==> config.mk <==
export PLATFORM = sky130hd
export DESIGN_NAME = pebble_game_n
export DESIGN_NICKNAME = d
export VERILOG_FILES = /design/src/rtl/pebble_game_pkg.sv /design/src/rtl/pebble_ai_sel.sv /design/src/rtl/pebble_game_n.sv
export SDC_FILE = /design/constraint.sdc
export NUM_CORES = 1
export LEC_CHECK = 0
export BUFFER_PORTS_ARGS = -buffer_cell sky130_fd_sc_hd__buf_4
export CAP_MARGIN = 20
export CORE_ASPECT_RATIO = 0.8
export CORE_UTILIZATION = 65
export DETAILED_ROUTE_END_ITERATION = 7
export PLACE_DENSITY_LB_ADDON = 0.2
export REMOVE_ABC_BUFFERS = 1
export SETUP_SLACK_MARGIN = 0.4
export SYNTH_ARGS = -nofsm -noshare
export SYNTH_HDL_FRONTEND = slang
export SYNTH_SLANG_ARGS = --single-unit
==> constraint.sdc <==
create_clock -name clock -period 6.59 [get_ports clock]
set_input_delay 1.318 -clock clock [delete_from_list [all_inputs] [get_ports clock]]
set_output_delay 1.318 -clock clock [all_outputs]
set_load 0.02 [all_outputs]
==> src/rtl/pebble_game_pkg.sv <==
// Shared types for the pebble game: FSM state encoding and winner codes.
package pebble_game_pkg;

  typedef enum logic [1:0] {
    WAIT_PLAYER = 2'd0,
    AI_THINK    = 2'd1,
    AI_MOVE     = 2'd2,
    GAME_OVER   = 2'd3
  } state_t;

  localparam logic [1:0] WIN_NONE   = 2'b00;
  localparam logic [1:0] WIN_PLAYER = 2'b01;
  localparam logic [1:0] WIN_AI     = 2'b10;

endpackage

==> src/rtl/pebble_ai_sel.sv <==
// AI move selection: highest-index nonzero pile, take min(pile, MAX_TAKE).
// Ports:
//   pos    - flattened pile counts, pile i at [i*CNT_W +: CNT_W]
//   index  - selected pile (0 when every pile is empty)
//   amount - pebbles to remove from the selected pile (0 when every pile is empty)
module pebble_ai_sel #(
  parameter int unsigned NUM_POS  = 4,
  parameter int unsigned CNT_W    = 4,
  parameter int unsigned MAX_TAKE = 2
) (
  input  logic [NUM_POS*CNT_W-1:0]   pos,
  output logic [$clog2(NUM_POS)-1:0] index,
  output logic [CNT_W-1:0]           amount
);

  localparam int unsigned POS_W = $clog2(NUM_POS);

  // Ascending scan so the last nonzero pile seen (highest index) wins.
  always_comb begin
    index  = '0;
    amount = '0;
    for (int i = 0; i < NUM_POS; i++) begin
      if (pos[i*CNT_W +: CNT_W] != '0) begin
        index  = POS_W'(i);
        amount = (32'(pos[i*CNT_W +: CNT_W]) > MAX_TAKE) ? CNT_W'(MAX_TAKE)
                                                        : pos[i*CNT_W +: CNT_W];
      end
    end
  end

endmodule

==> src/rtl/pebble_game_n.sv <==
// N-pile pebble game: player vs. a fixed-strategy AI with a think delay.
// Ports:
//   clock           - single clock, rising edge
//   reset           - asynchronous, active-low
//   play            - move request, acted on at its rising edge only
//   player_position - selected pile
//   player_take     - pebbles requested
//   winner          - 00 none, 01 player, 10 AI
//   pos             - flattened pile counts, pile i at [i*CNT_W +: CNT_W]
//   busy            - high during the AI turn
//   illegal         - one-cycle pulse on a rejected player move
//   move_count      - saturating count of all moves (only with PEBBLE_GAME_MOVE_CNT_EN)
module pebble_game_n #(
  parameter int unsigned NUM_POS      = 4,
  parameter int unsigned CNT_W        = 4,
  parameter int unsigned INIT_PEBBLES = 3,
  parameter int unsigned MAX_TAKE     = 2,
  parameter int unsigned AI_DELAY     = 2
) (
  input  logic                         clock,
  input  logic                         reset,
  input  logic                         play,
  input  logic [$clog2(NUM_POS)-1:0]   player_position,
  input  logic [$clog2(MAX_TAKE+1)-1:0] player_take,
  output logic [1:0]                   winner,
  output logic [NUM_POS*CNT_W-1:0]     pos,
  output logic                         busy,
  output logic                         illegal
`ifdef PEBBLE_GAME_MOVE_CNT_EN
  ,
  output logic [7:0]                   move_count
`endif
);

  import pebble_game_pkg::*;

  localparam int unsigned POS_W   = $clog2(NUM_POS);
  localparam int unsigned THINK_W = $clog2(AI_DELAY + 1);

  state_t               state;
  logic                 play_q;
  logic [THINK_W-1:0]   think_cnt;
  logic [CNT_W-1:0]     pile_q            [NUM_POS];
  logic [CNT_W-1:0]     pile_after_player [NUM_POS];
  logic [CNT_W-1:0]     pile_after_ai     [NUM_POS];
  logic [CNT_W-1:0]     sel_pile;
  logic [POS_W-1:0]     ai_index;
  logic [CNT_W-1:0]     ai_amount;
  logic                 pos_ok;
  logic                 legal;
  logic                 move_evt;
  logic                 player_all_zero;
  logic                 ai_all_zero;

  // Flatten pile registers onto the output bus.
  always_comb begin
    pos = '0;
    for (int i = 0; i < NUM_POS; i++) begin
      pos[i*CNT_W +: CNT_W] = pile_q[i];
    end
  end

  pebble_ai_sel #(
    .NUM_POS  (NUM_POS),
    .CNT_W    (CNT_W),
    .MAX_TAKE (MAX_TAKE)
  ) u_ai_sel (
    .pos    (pos),
    .index  (ai_index),
    .amount (ai_amount)
  );

  // Player move legality and resulting piles for both move kinds.
  always_comb begin
    move_evt        = play && !play_q;
    pos_ok          = 32'(player_position) < NUM_POS;
    sel_pile        = pos_ok ? pile_q[player_position] : '0;
    legal           = pos_ok && (player_take != '0) &&
                      (32'(player_take) <= MAX_TAKE) &&
                      (32'(player_take) <= 32'(sel_pile));
    player_all_zero = 1'b1;
    ai_all_zero     = 1'b1;
    for (int i = 0; i < NUM_POS; i++) begin
      // Underflow only on illegal requests, whose result is discarded.
      pile_after_player[i] = (pos_ok && (32'(player_position) == 32'(i)))
                             ? pile_q[i] - CNT_W'(player_take) : pile_q[i];
      pile_after_ai[i]     = (32'(ai_index) == 32'(i))
                             ? pile_q[i] - ai_amount : pile_q[i];
      if (pile_after_player[i] != '0) player_all_zero = 1'b0;
      if (pile_after_ai[i] != '0)     ai_all_zero     = 1'b0;
    end
  end

  // Game FSM with registered outputs.
  always_ff @(posedge clock or negedge reset) begin
    if (!reset) begin
      state     <= WAIT_PLAYER;
      play_q    <= 1'b0;
      think_cnt <= '0;
      winner    <= WIN_NONE;
      busy      <= 1'b0;
      illegal   <= 1'b0;
      for (int i = 0; i < NUM_POS; i++) pile_q[i] <= CNT_W'(INIT_PEBBLES);
`ifdef PEBBLE_GAME_MOVE_CNT_EN
      move_count <= 8'd0;
`endif
    end else begin
      play_q  <= play;
      illegal <= 1'b0;
      case (state)
        WAIT_PLAYER: begin
          if (move_evt) begin
            if (legal) begin
              pile_q <= pile_after_player;
`ifdef PEBBLE_GAME_MOVE_CNT_EN
              if (move_count != 8'hFF) move_count <= move_count + 8'd1;
`endif
              if (player_all_zero) begin
                state  <= GAME_OVER;
                winner <= WIN_PLAYER;
              end else begin
                state     <= AI_THINK;
                think_cnt <= THINK_W'(AI_DELAY);
                busy      <= 1'b1;
              end
            end else begin
              illegal <= 1'b1;
            end
          end
        end
        AI_THINK: begin
          think_cnt <= think_cnt - THINK_W'(1);
          if (think_cnt <= THINK_W'(1)) state <= AI_MOVE;
        end
        AI_MOVE: begin
          pile_q <= pile_after_ai;
          busy   <= 1'b0;
`ifdef PEBBLE_GAME_MOVE_CNT_EN
          if (move_count != 8'hFF) move_count <= move_count + 8'd1;
`endif
          if (ai_all_zero) begin
            state  <= GAME_OVER;
            winner <= WIN_AI;
          end else begin
            state <= WAIT_PLAYER;
          end
        end
        GAME_OVER: begin
          state <= GAME_OVER;
        end
        default: state <= WAIT_PLAYER;
      endcase
    end
  end

endmodule

Word level (Yosys, flattened, before mapping)
Cells that the tools add are included.
W data, S select, Z words.
{"block": "totals", "regBits": 25, "in_bits": 7}
{"block": "op_classes", "muxes": 55, "bitwise": 1, "order_cmp": 8, "eq_ne": 15, "n_reduce_logical": 27, "n_addsub": 9}
{"operator": "$mux W4", "n": 18}
{"operator": "$reduce_bool A4 Y1", "n": 12}
{"operator": "$mux W16", "n": 2}
{"operator": "$pmux W16 S2", "n": 1}
{"operator": "$mux W2", "n": 14}
{"operator": "$gt A4 B2 Y1 const B", "n": 4}
{"operator": "$sub A4 B2 Y4", "n": 4}
{"operator": "$sub A4 B4 Y4", "n": 4}
{"operator": "$mux W1", "n": 15}
{"operator": "$eq A2 B2 Y1 const B", "n": 6}
{"operator": "$ne A2 B2 Y1 const B", "n": 6}
{"operator": "$bmux W4 S2", "n": 1}
{"operator": "$pmux W2 S2", "n": 2}
{"operator": "$pmux W2 S4", "n": 1}
{"operator": "$reduce_and A4 Y1", "n": 2}
{"operator": "$eq A2 B1 Y1 const B", "n": 3}
{"operator": "$logic_not A2 Y1", "n": 3}
{"operator": "$reduce_and A3 Y1", "n": 2}
{"operator": "$reduce_bool A2 Y1", "n": 3}
{"operator": "$reduce_and A5 Y1", "n": 1}
{"operator": "$le A2 B4 Y1", "n": 1}
{"operator": "$ge A3 B3 Y1 const B", "n": 1}
{"operator": "$logic_and A1 B1 Y1", "n": 3}
{"operator": "$not A2 Y3", "n": 1}
{"operator": "5 further kinds", "n": 5}

Longest topological paths before layout
Gate-level depths: netlist of run 1.
{"block": "logic_depth", "word_depth": 15, "ltp_mapped": 15, "depth_no_buf": 14}

By module
Synthesis of run 1 repeated with hierarchy kept, for this count alone.
{"block": "unflattened", "cells_unflattened": 365, "area_unflattened_um2": 3049.2}
{"mod": "pebble_game_n", "n_inst": 1, "area_per_inst_um2": 2927.8, "seq_area_each_um2": 635.6, "cells_each": 348}
{"mod": "pebble_ai_sel", "n_inst": 1, "area_per_inst_um2": 121.4, "seq_area_each_um2": 0.0, "cells_each": 17}

Worst setup path before layout of run 1
OpenSTA, ideal clock, no wires.
{"block": "synth_timing", "path_type": "in2reg", "startpoint": "in player_position[0]", "endpoint": "reg pile_q (netlist bit pos[9])", "arrival_ps": 3487, "slack_ps": 3030, "n_path_buf": 2, "path_stages": 12, "setup_time_ps": 73, "path_cell_list": "buf_2 -> mux4_2 -> inv_1 -> ha_1 -> nor2b_1 -> o21ai_0 -> nor2_1 -> nor2b_1 -> clkbuf_1 -> nand2_1 -> mux2_2 -> a21oi_1"}
{"block": "synth_via", "elab_chain_len": 8, "elab_cells_between_ends": 13, "cone_classes": "order compare (1); eq/ne (2); mux (7); bitwise (1); reduce/logical (2)"}
{"element": "from (decl)", "line": "pebble_game_n.sv:23", "rtl": "input logic [$clog2(NUM_POS)-1:0] player_position,"}
{"element": "$not A2 Y3 (implied by the code)", "line": "pebble_game_n.sv:77", "rtl": "sel_pile = pos_ok ? pile_q[player_position] : '0;"}
{"element": "$bmux W4 S2", "line": "pebble_game_n.sv:77"}
{"element": "$mux W4 (implied by the code) (2 in a row)", "line": "pebble_game_n.sv:77"}
{"element": "$le A2 B4 Y1", "line": "pebble_game_n.sv:80", "rtl": "(32'(player_take) <= 32'(sel_pile));"}
{"element": "$logic_and A1 B1 Y1", "line": "pebble_game_n.sv:79", "rtl": "(32'(player_take) <= MAX_TAKE) &&"}
{"element": "$ne A2 B2 Y1 (no source line)"}
{"element": "$reduce_and A3 Y1 (no source line)"}
{"element": "to (signal assigned)", "line": "pebble_game_n.sv:114", "rtl": "pile_q <= pile_after_player;"}
{"element": "to (signal assigned)", "line": "pebble_game_n.sv:136", "rtl": "pile_q <= pile_after_ai;"}
{"element": "to (decl)", "line": "pebble_game_n.sv:43", "rtl": "logic [CNT_W-1:0] pile_q [NUM_POS];"}
Parallel ways exist; a longest one is shown, timed or not. The select of a mux whose other input is x is not followed.
A chain may end at the register's enable or synchronous reset.

Final worst setup path of run 1
{"block": "layout_timing", "startpoint": "reg pile_q (netlist bit pos[14])", "endpoint": "reg winner[0]"}
{"block": "layout_via", "elab_chain_len": 12, "elab_cells_between_ends": 38, "cone_classes": "add/sub (5); order compare (2); eq/ne (6); mux (16); reduce/logical (9)"}
{"element": "$gt A4 B2 Y1", "line": "pebble_ai_sel.sv:25", "rtl": "amount = (32'(pos[i*CNT_W +: CNT_W]) > MAX_TAKE) ? CNT_W'(MAX_TAKE)"}
{"element": "$mux W4", "line": "pebble_ai_sel.sv:25"}
{"element": "$mux W4", "line": "pebble_ai_sel.sv:23", "rtl": "if (pos[i*CNT_W +: CNT_W] != '0) begin"}
{"element": "$sub A4 B4 Y4", "line": "pebble_game_n.sv:88", "rtl": "? pile_q[i] - ai_amount : pile_q[i];"}
{"element": "$mux W4", "line": "pebble_game_n.sv:88"}
{"element": "$reduce_bool A4 Y1", "line": "pebble_game_n.sv:90", "rtl": "if (pile_after_ai[i] != '0) ai_all_zero = 1'b0;"}
{"element": "$mux W1 (4 in a row)", "line": "pebble_game_n.sv:90"}
{"element": "$ne A2 B2 Y1 (no source line)"}
{"element": "$reduce_and A5 Y1 (no source line) *"}
{"element": "to (signal assigned)", "line": "pebble_game_n.sv:100", "rtl": "winner <= WIN_NONE;"}
{"element": "to (signal assigned)", "line": "pebble_game_n.sv:120", "rtl": "winner <= WIN_PLAYER;"}
{"element": "to (signal assigned)", "line": "pebble_game_n.sv:143", "rtl": "winner <= WIN_AI;"}
{"element": "to (decl)", "line": "pebble_game_n.sv:25", "rtl": "output logic [1:0] winner,"}
Mark *: on every way between the ends. The rest lies on a longest branch, timed or not. The select of a mux whose other input is x is not followed.

==> metrics, run 1 <==
Ys Warns=0; CTS Hold Bufs=0; async set-reset flop share out of synthesis=between 90% and 100%; Chip Width=around 75 um; worst hold slack=roughly 510 ps; initial antenna violation count=0; clock skew=approximately 7.4 ps; Crit path largest cell delay=520 ps; Ant. Diodes=0; Synth Cell Area=approximately 2800 um^2; vias in the first global route=between 2k and 2.5k; Max-slew headroom=38.3%; row count=20; Worst path slowest cell=dfrtp_1; Critical Path Most Common Cell=ha_1; critical path arrival=4270 ps; f_max=approximately 240 MHz; DR WL/cell=roughly 19 um; Die Ht=between 60 and 70 um; pre-CTS setup slack=about 2400 ps; CTS H-tree lvls=1; CTS Sinks=25; commonest register cell after synthesis=dfrtp_1; crit start category=flip-flop; starting density of the core=between 70% and 80%; VDD IR-drop max=between 0.09 and 0.1 mV; Core Box Area=between 3000 and 4000 um^2; Placer Congestion=roughly 1; WS Path Type=flip-flop to flip-flop; pin count of the biggest net entering global routing=26; vias after detailed routing=between 2k and 3k; PwrDens=about 100 nW/um^2; reg2reg setup slack=2490 ps; CTS Buffer Depth=2; Cells after DPL=around 400; Port Buf Inserts=26; post-layout power=about 0.3 mW; met1 usage=between 50% and 60%; GR peak layer=met2; first-pass GRT wire length=roughly 12000 um; met3 Resource Use GR=a little under 9%; status=completed; Die ar.=between 4000 and 5000 um^2; EDFF count, synth=0; RR Startpoint=pos[14]; Remaining DRCs=0; Worst setup startpoint=pos[14]; Final nets=~390; setup ws final=roughly 2500 ps; CTS Root Buffer Type=clkbuf_8; Worst EP required=between 6000 and 7000 ps; Vias per Instance=6.76; I/O Pins=27; Final Cycle Share=~62%; Final Hold Fails=0; crit path cell chain=nor3_1 -> o21ai_1 -> nor2_2 -> o21a_1 -> ha_1 -> inv_1 -> ha_1 -> xor2_1 -> o311ai_0 -> o21ai_0 -> nor4_1 -> nand4_1 -> a211o_1; Pleak=1.23 nW; Global Route met2 Usage=a little over half; Hold WC Path Type=flip-flop to flip-flop; DR pass1 iterations=5; Worst Min Path Start=think_cnt[1]; CTS resizes=0; unrepaired setup endpoints after global routing=no; CTS tree=yes; Max Cap Viol=0; Yosys reg bits=25; Setup crit end kind=flip-flop; fin area=2990 um^2; post-CTS setup buffer count=0; CTS buffer count=3; CTS clk-pin slew, worst paths=around 100 ps; HPWL Detailed=between 5000 and 6000 um; Final TNS setup=0 ps; Clock Latency Late Sink=280 ps; share of cells above drive strength 1=16.2%; final wirelength=7770 um; fin cells=~410; syn avg cell area=between 8 and 9 um^2; setup violators final=0; Mapped Cells=roughly 340; Seq/Total Area, Yosys=about 23%; Worst Tran Pin Value=926 ps; CP Max Fanout=11; synth-to-layout area growth=8.69%; grt ovf=0; final core occ=between 70% and 80%; Final min period=4100 ps; Cell variety after synth=64; global-route usage over all layers=~37%; max-slew violation count=0; initial DRC count=between 200 and 300; Placed Area=2950 um^2; Final ANT Viol Nets=0
[cell type report]
class | instances | area, um^2
multi-input combinational | 269 | 1940
fill | 294 | 938
sequential | 25 | 636
timing repair buffer | 27 | 203
inverter | 26 | 97.6
tap | 55 | 68.8
clock buffer | 4 | 45.0
[power by group]
group	leakage, nW	switching [mW]	internal [mW]
sequential	0.279	0.00164	0.155
clock	0.0228	0.0559	0.0435
combinational	0.927	0.0287	0.0186
[layout by cell type, fill, tap and decap left out, types with 6 or more instances in the layout]
master    Yosys  final
a21oi_1      13     13
buf_4         1     27
dfrtp_1      17     17
dfstp_2       8      8
ha_1         23     23
inv_1        26     26
mux2i_1       6      6
nand2_1      26     26
nand2b_1      6      6
nand3_1      14     14
nor2_1       25     25
nor2b_1       7      7
nor3_1       12     12
nor4_1        6      6
o21ai_0      24     24
xor2_1       12     12
[critical path: cells and delay by family (launching register included)]
family	cells	cell delay (ps)
XOR/XNOR	1	150
adder cells (fa/ha/maj)	2	410
buffers and inverters	1	70
flip-flops	1	520
AO/OA/AOI/OAI	5	1420
AND/OR/NAND/NOR	4	1420
[state kept, by name, summed over array words and instances, names as in the netlist]
| register | count |
|---|---|
| pos | 16 |
| state | 2 |
| think_cnt | 2 |
| winner | 2 |
| busy | 1 |
| illegal | 1 |
| play_q | 1 |
[worst paths after layout]
check | to | depth (start not counted)
setup / recovery | winner[0] | 13
hold / removal | think_cnt[1] | 1
setup reg to reg | winner[0] | 13
hold reg to reg | think_cnt[1] | 1
max in group asynchronous | pos[1] | 1
min in group asynchronous | pos[11] | 1
[synthesized netlist by cell type (4+ instances only)]
cell type  number  share of area, %
a21oi_1        13               2.4
a31oi_1         4              0.91
clkbuf_1       12               1.6
dfrtp_1        17                15
dfstp_2         8               7.6
fa_1            4               2.9
ha_1           23                10
inv_1          26               3.5
mux2i_1         6               2.2
nand2_1        26               3.5
nand2b_1        6               1.4
nand3_1        14               2.5
nor2_1         25               3.4
nor2b_1         7               1.6
nor3_1         12               2.2
nor4_1          6               1.4
o21ai_0        24               4.4
o31ai_1         4               1.1
or2_2           5               1.1
xnor2_1         5               1.6
xor2_1         12               3.8
[per-layer routing]
layer | vias to the layer above | wire length [um]
met3 | 31 | 798
met1 | 1265 | 3440
met4 | 0 | 189
met2 | 192 | 3340
met5 | - | 0
li1 | 1258 | -
[cells by family after synthesis]
family                     share of synthesized area (%)
AOI/OAI and AO/OA                                   20.2
xor gates and xnor gates                            5.41
adders and majority gates                           13.7
buffers and inverters                               6.78
DFF                                                 23.1
muxes                                               5.87
other                                              0.136
and+or+nand+nor                                     24.7
(Power assumes the default switching activity.)
==> run 2: changes to the inputs <==
Settings changed: ABC_AREA set to 1, CORE_UTILIZATION 65 to 60.
Clock period 6.59 ns to 3.9 ns, I/O delays scaled along.
==> run 2 against run 1 <==
- fmax is 27% higher
- combinational power grew to 34 times the previous value
- worst hold slack worse by 120 ps
- power grew to 7.6 times the previous value
- register-to-register slack worse by 1800 ps
- cell count is 10% higher
- sequential power grew to 3.4 times the previous value
- clock-buffer cell count is 1 lower
- non-clock buffer count is 3 higher
- global-route usage is 4.0 points lower
- critical endpoint unchanged
- largest cell class unchanged
- largest power group is now combinational cells
==> metrics, run 2 <==
status=completed; R2R Path End=winner[0]; global-route usage over all layers=32.8%; top cell type's share of synthesized area=17.2%; CP Max Fanout=5; initial antenna violation count=0; commonest register cell after synthesis=dfrtp_1; Final Cycle Share=between 80% and 90%; Area contributors post-synth=dfrtp_1 17%, nand2_1 13%, ha_1 12%; Remaining DRCs=0; commonest non-fill, non-tap cells in the layout=83 x nand2_1, 42 x inv_1, 36 x nor2_1; crit start category=flip-flop; Worst Tran Pin Value=~550 ps; Placer Congestion=1.03; PwrDens=813 nW/um^2; DR pass1 iterations=5; commonest non-fill, non-tap cell in the layout=nand2_1; CTS Sinks=25; clock skew=around 12 ps; initial DRC count=approximately 150; CTS Buffer Depth=2; CTS Root Buffer Type=clkbuf_8; cell depth of the worst setup path=22; Worst EP required=between 4000 and 5000 ps; Ant. Diodes=0; Final min period=~3200 ps; async set-reset flop share out of synthesis=100%; Synth Cell Area=between 2000 and 2500 um^2; CTS Hold Bufs=0; Final ANT Viol Nets=0; Buf/Inv on CP=2; post-CTS setup buffer count=0; final wirelength=just under 7000 um; Port Buf Inserts=26; Critical Path Most Common Cell=nand2_1; HPWL Detailed=5250 um; Mapped Cells=about 360; Core Box Area=between 3000 and 4000 um^2; Max Cap Viol=0; Final Hold Fails=0; reg2reg setup slack=between 600 and 700 ps; r2r worst-path depth=22; Die Ht=just under 60 um; row count=20; CP endpoint=winner[0]; first-pass GRT wire length=between 10000 and 15000 um; Vias per Instance=5.72; share of cells above drive strength 1=between 10% and 20%; Fill cells=approximately 340; setup violators final=0; VDD IR-drop max=0.437 mV; vias in the first global route=about 2.2k; most numerous cell in the Yosys netlist=nand2_1; Ys Warns=0; WS Path Type=flip-flop to flip-flop; Yosys reg bits=25; starting density of the core=a little under two thirds; EDFF count, synth=0; CTS tree=yes; Chip Width=around 74 um; top cells by count, synth=84 x nand2_1, 42 x inv_1, 37 x nor2_1; Crit path largest cell delay=around 450 ps; Hold WC Path Type=input pin to async pin; worst hold slack=just under 400 ps; CTS clk-pin slew, worst paths=~100 ps; vias after detailed routing=2561; Pleak=1.40 nW; Largest register FFs=16; pin count of the biggest net entering global routing=34; unrepaired setup endpoints after global routing=no; critical path arrival=3430 ps; Setup crit end kind=flip-flop; f_max=~310 MHz; grt ovf=0; CP top delay family=simple AND/OR/NAND/NOR gates; Max-slew headroom=a little over three fifths; DR WL/cell=~15 um; Worst setup startpoint=pos[6]; I/O Pins=27; Clock Latency Late Sink=slightly below 300 ps; post-synth top area cell=dfrtp_1; RR Startpoint=pos[6]; crit path cell chain=inv_2 -> nand2_1 -> nor2_1 -> nand2_1 -> nand2_1 -> nand2_2 -> a31oi_4 -> ha_1 -> inv_1 -> ha_1 -> nand3_1 -> o21ai_0 -> nor2_1 -> nand2_1 -> nor2_1 -> nand2_1 -> nor2_1 -> nand2_1 -> nand2_1 -> nand2_1 -> nand2_1 -> nand2_1; Seq/Total Area, Yosys=about 26%; synth-to-layout area growth=14.4%; CTS H-tree lvls=1; Final nets=428; Worst path slowest cell=dfrtp_1; CTS buffer count=3; max-slew violation count=0; Final TNS setup=0 ps; syn avg cell area=~7 um^2; Cell variety after synth=35; Die ar.=approximately 4400 um^2
==> run 2: cell types whose count changed after synthesis, sizes merged, moves of 7 or more <==
cell	before	now
nand3	14	25
nor3	12	4
nor4	9	1
o21ai	26	36
inv	26	52
nor2b	7	0
o211ai	2	11
clkbuf	12	2
nor2	26	45
nand2	26	88
==> run 2: metrics by stage <==
step                      setup WS (ps)  util [%]  power (mW)  cell area (um^2)  std cells
after floorplan                     917         -        1.60              2460        359
after global placement              401      70.8        2.03              2750        443
after detailed placement            307      70.8        2.07              2750        443
after CTS                           426      72.0        2.25              2790        447
after global routing                429      72.9        2.52              2830        448
final                               660      72.9        2.30              2830        448
==> run 2: area by class of cell <==
cell class / count / area [um^2] / share of cell area [%]
clock buffers: 3 / 41.3 / 1.46
clock inverters: 1 / 7.51 / 0.265
inverters: 52 / 195 / 6.90
multi-input cells: 282 / 1650 / 58.2
flip-flops and latches: 25 / 636 / 22.5
well taps: 55 / 68.8 / 2.43
repair buffers: 30 / 233 / 8.23
==> run 2: power by group <==
group          leakage (nW)  switching, mW  internal (mW)
Sequential            0.295          0.133          0.397
Combinational          1.08           1.04          0.562
Clock                0.0217         0.0955         0.0728
==> run 2: logic make-up after synthesis <==
logic type / count (synthesis) / synth area share, %
AND/OR/NAND/NOR: 168 / 29.6
AO/OA/AOI/OAI: 74 / 17.6
adder cells (fa/ha/maj): 27 / 14.9
flip-flops: 25 / 25.7
other: 1 / 0.152
buffers and inverters: 57 / 8.91
XOR/XNOR: 9 / 3.19
==> run 2: worst reg2reg max path: stages (launching register included) <==
cell,delay (ps)
dfrtp_1,450
inv_2,110
nand2_1,100
nor2_1,160
nand2_1,70
nand2_1,100
nand2_2,150
a31oi_4,260
ha_1,240
inv_1,50
ha_1,260
nand3_1,70
o21ai_0,120
nor2_1,240
nand2_1,90
nor2_1,100
nand2_1,60
nor2_1,90
nand2_1,110
nand2_1,100
nand2_1,80
nand2_1,80
nand2_1,50
==> run 2: metal layers <==
layer | vias to the layer above | global-route usage [%] | share of wire, % | wire (um)
met5 | - | 0 | 0 | 0
met4 | 0 | 10.2 | 1.5 | 102
met3 | 13 | 8.50 | 8.7 | 582
met2 | 98 | 50.9 | 44 | 2980
met1 | 1192 | 44.9 | 46 | 3060
li1 | 1258 | - | - | -
==> run 2: how the worst min path moves through the flow <==
| stage | end | cells past startpoint | slack (ps) |
|---|---|---|---|
| after floorplan | illegal | 1 | 410 |
| after global placement | illegal | 1 | 440 |
| after detailed placement | illegal | 1 | 450 |
| after CTS | pos[7] | 1 | 390 |
| after global routing | pos[6] | 1 | 400 |
| final | pos[6] | 1 | 390 |
==> run 2: repair_timing <==
item | 4_1_cts | 5_1_grt
hold endpoints to repair | 0 | 0
gates resized for setup | 0 | 4
endpoints found under the setup margin | 0 | 4
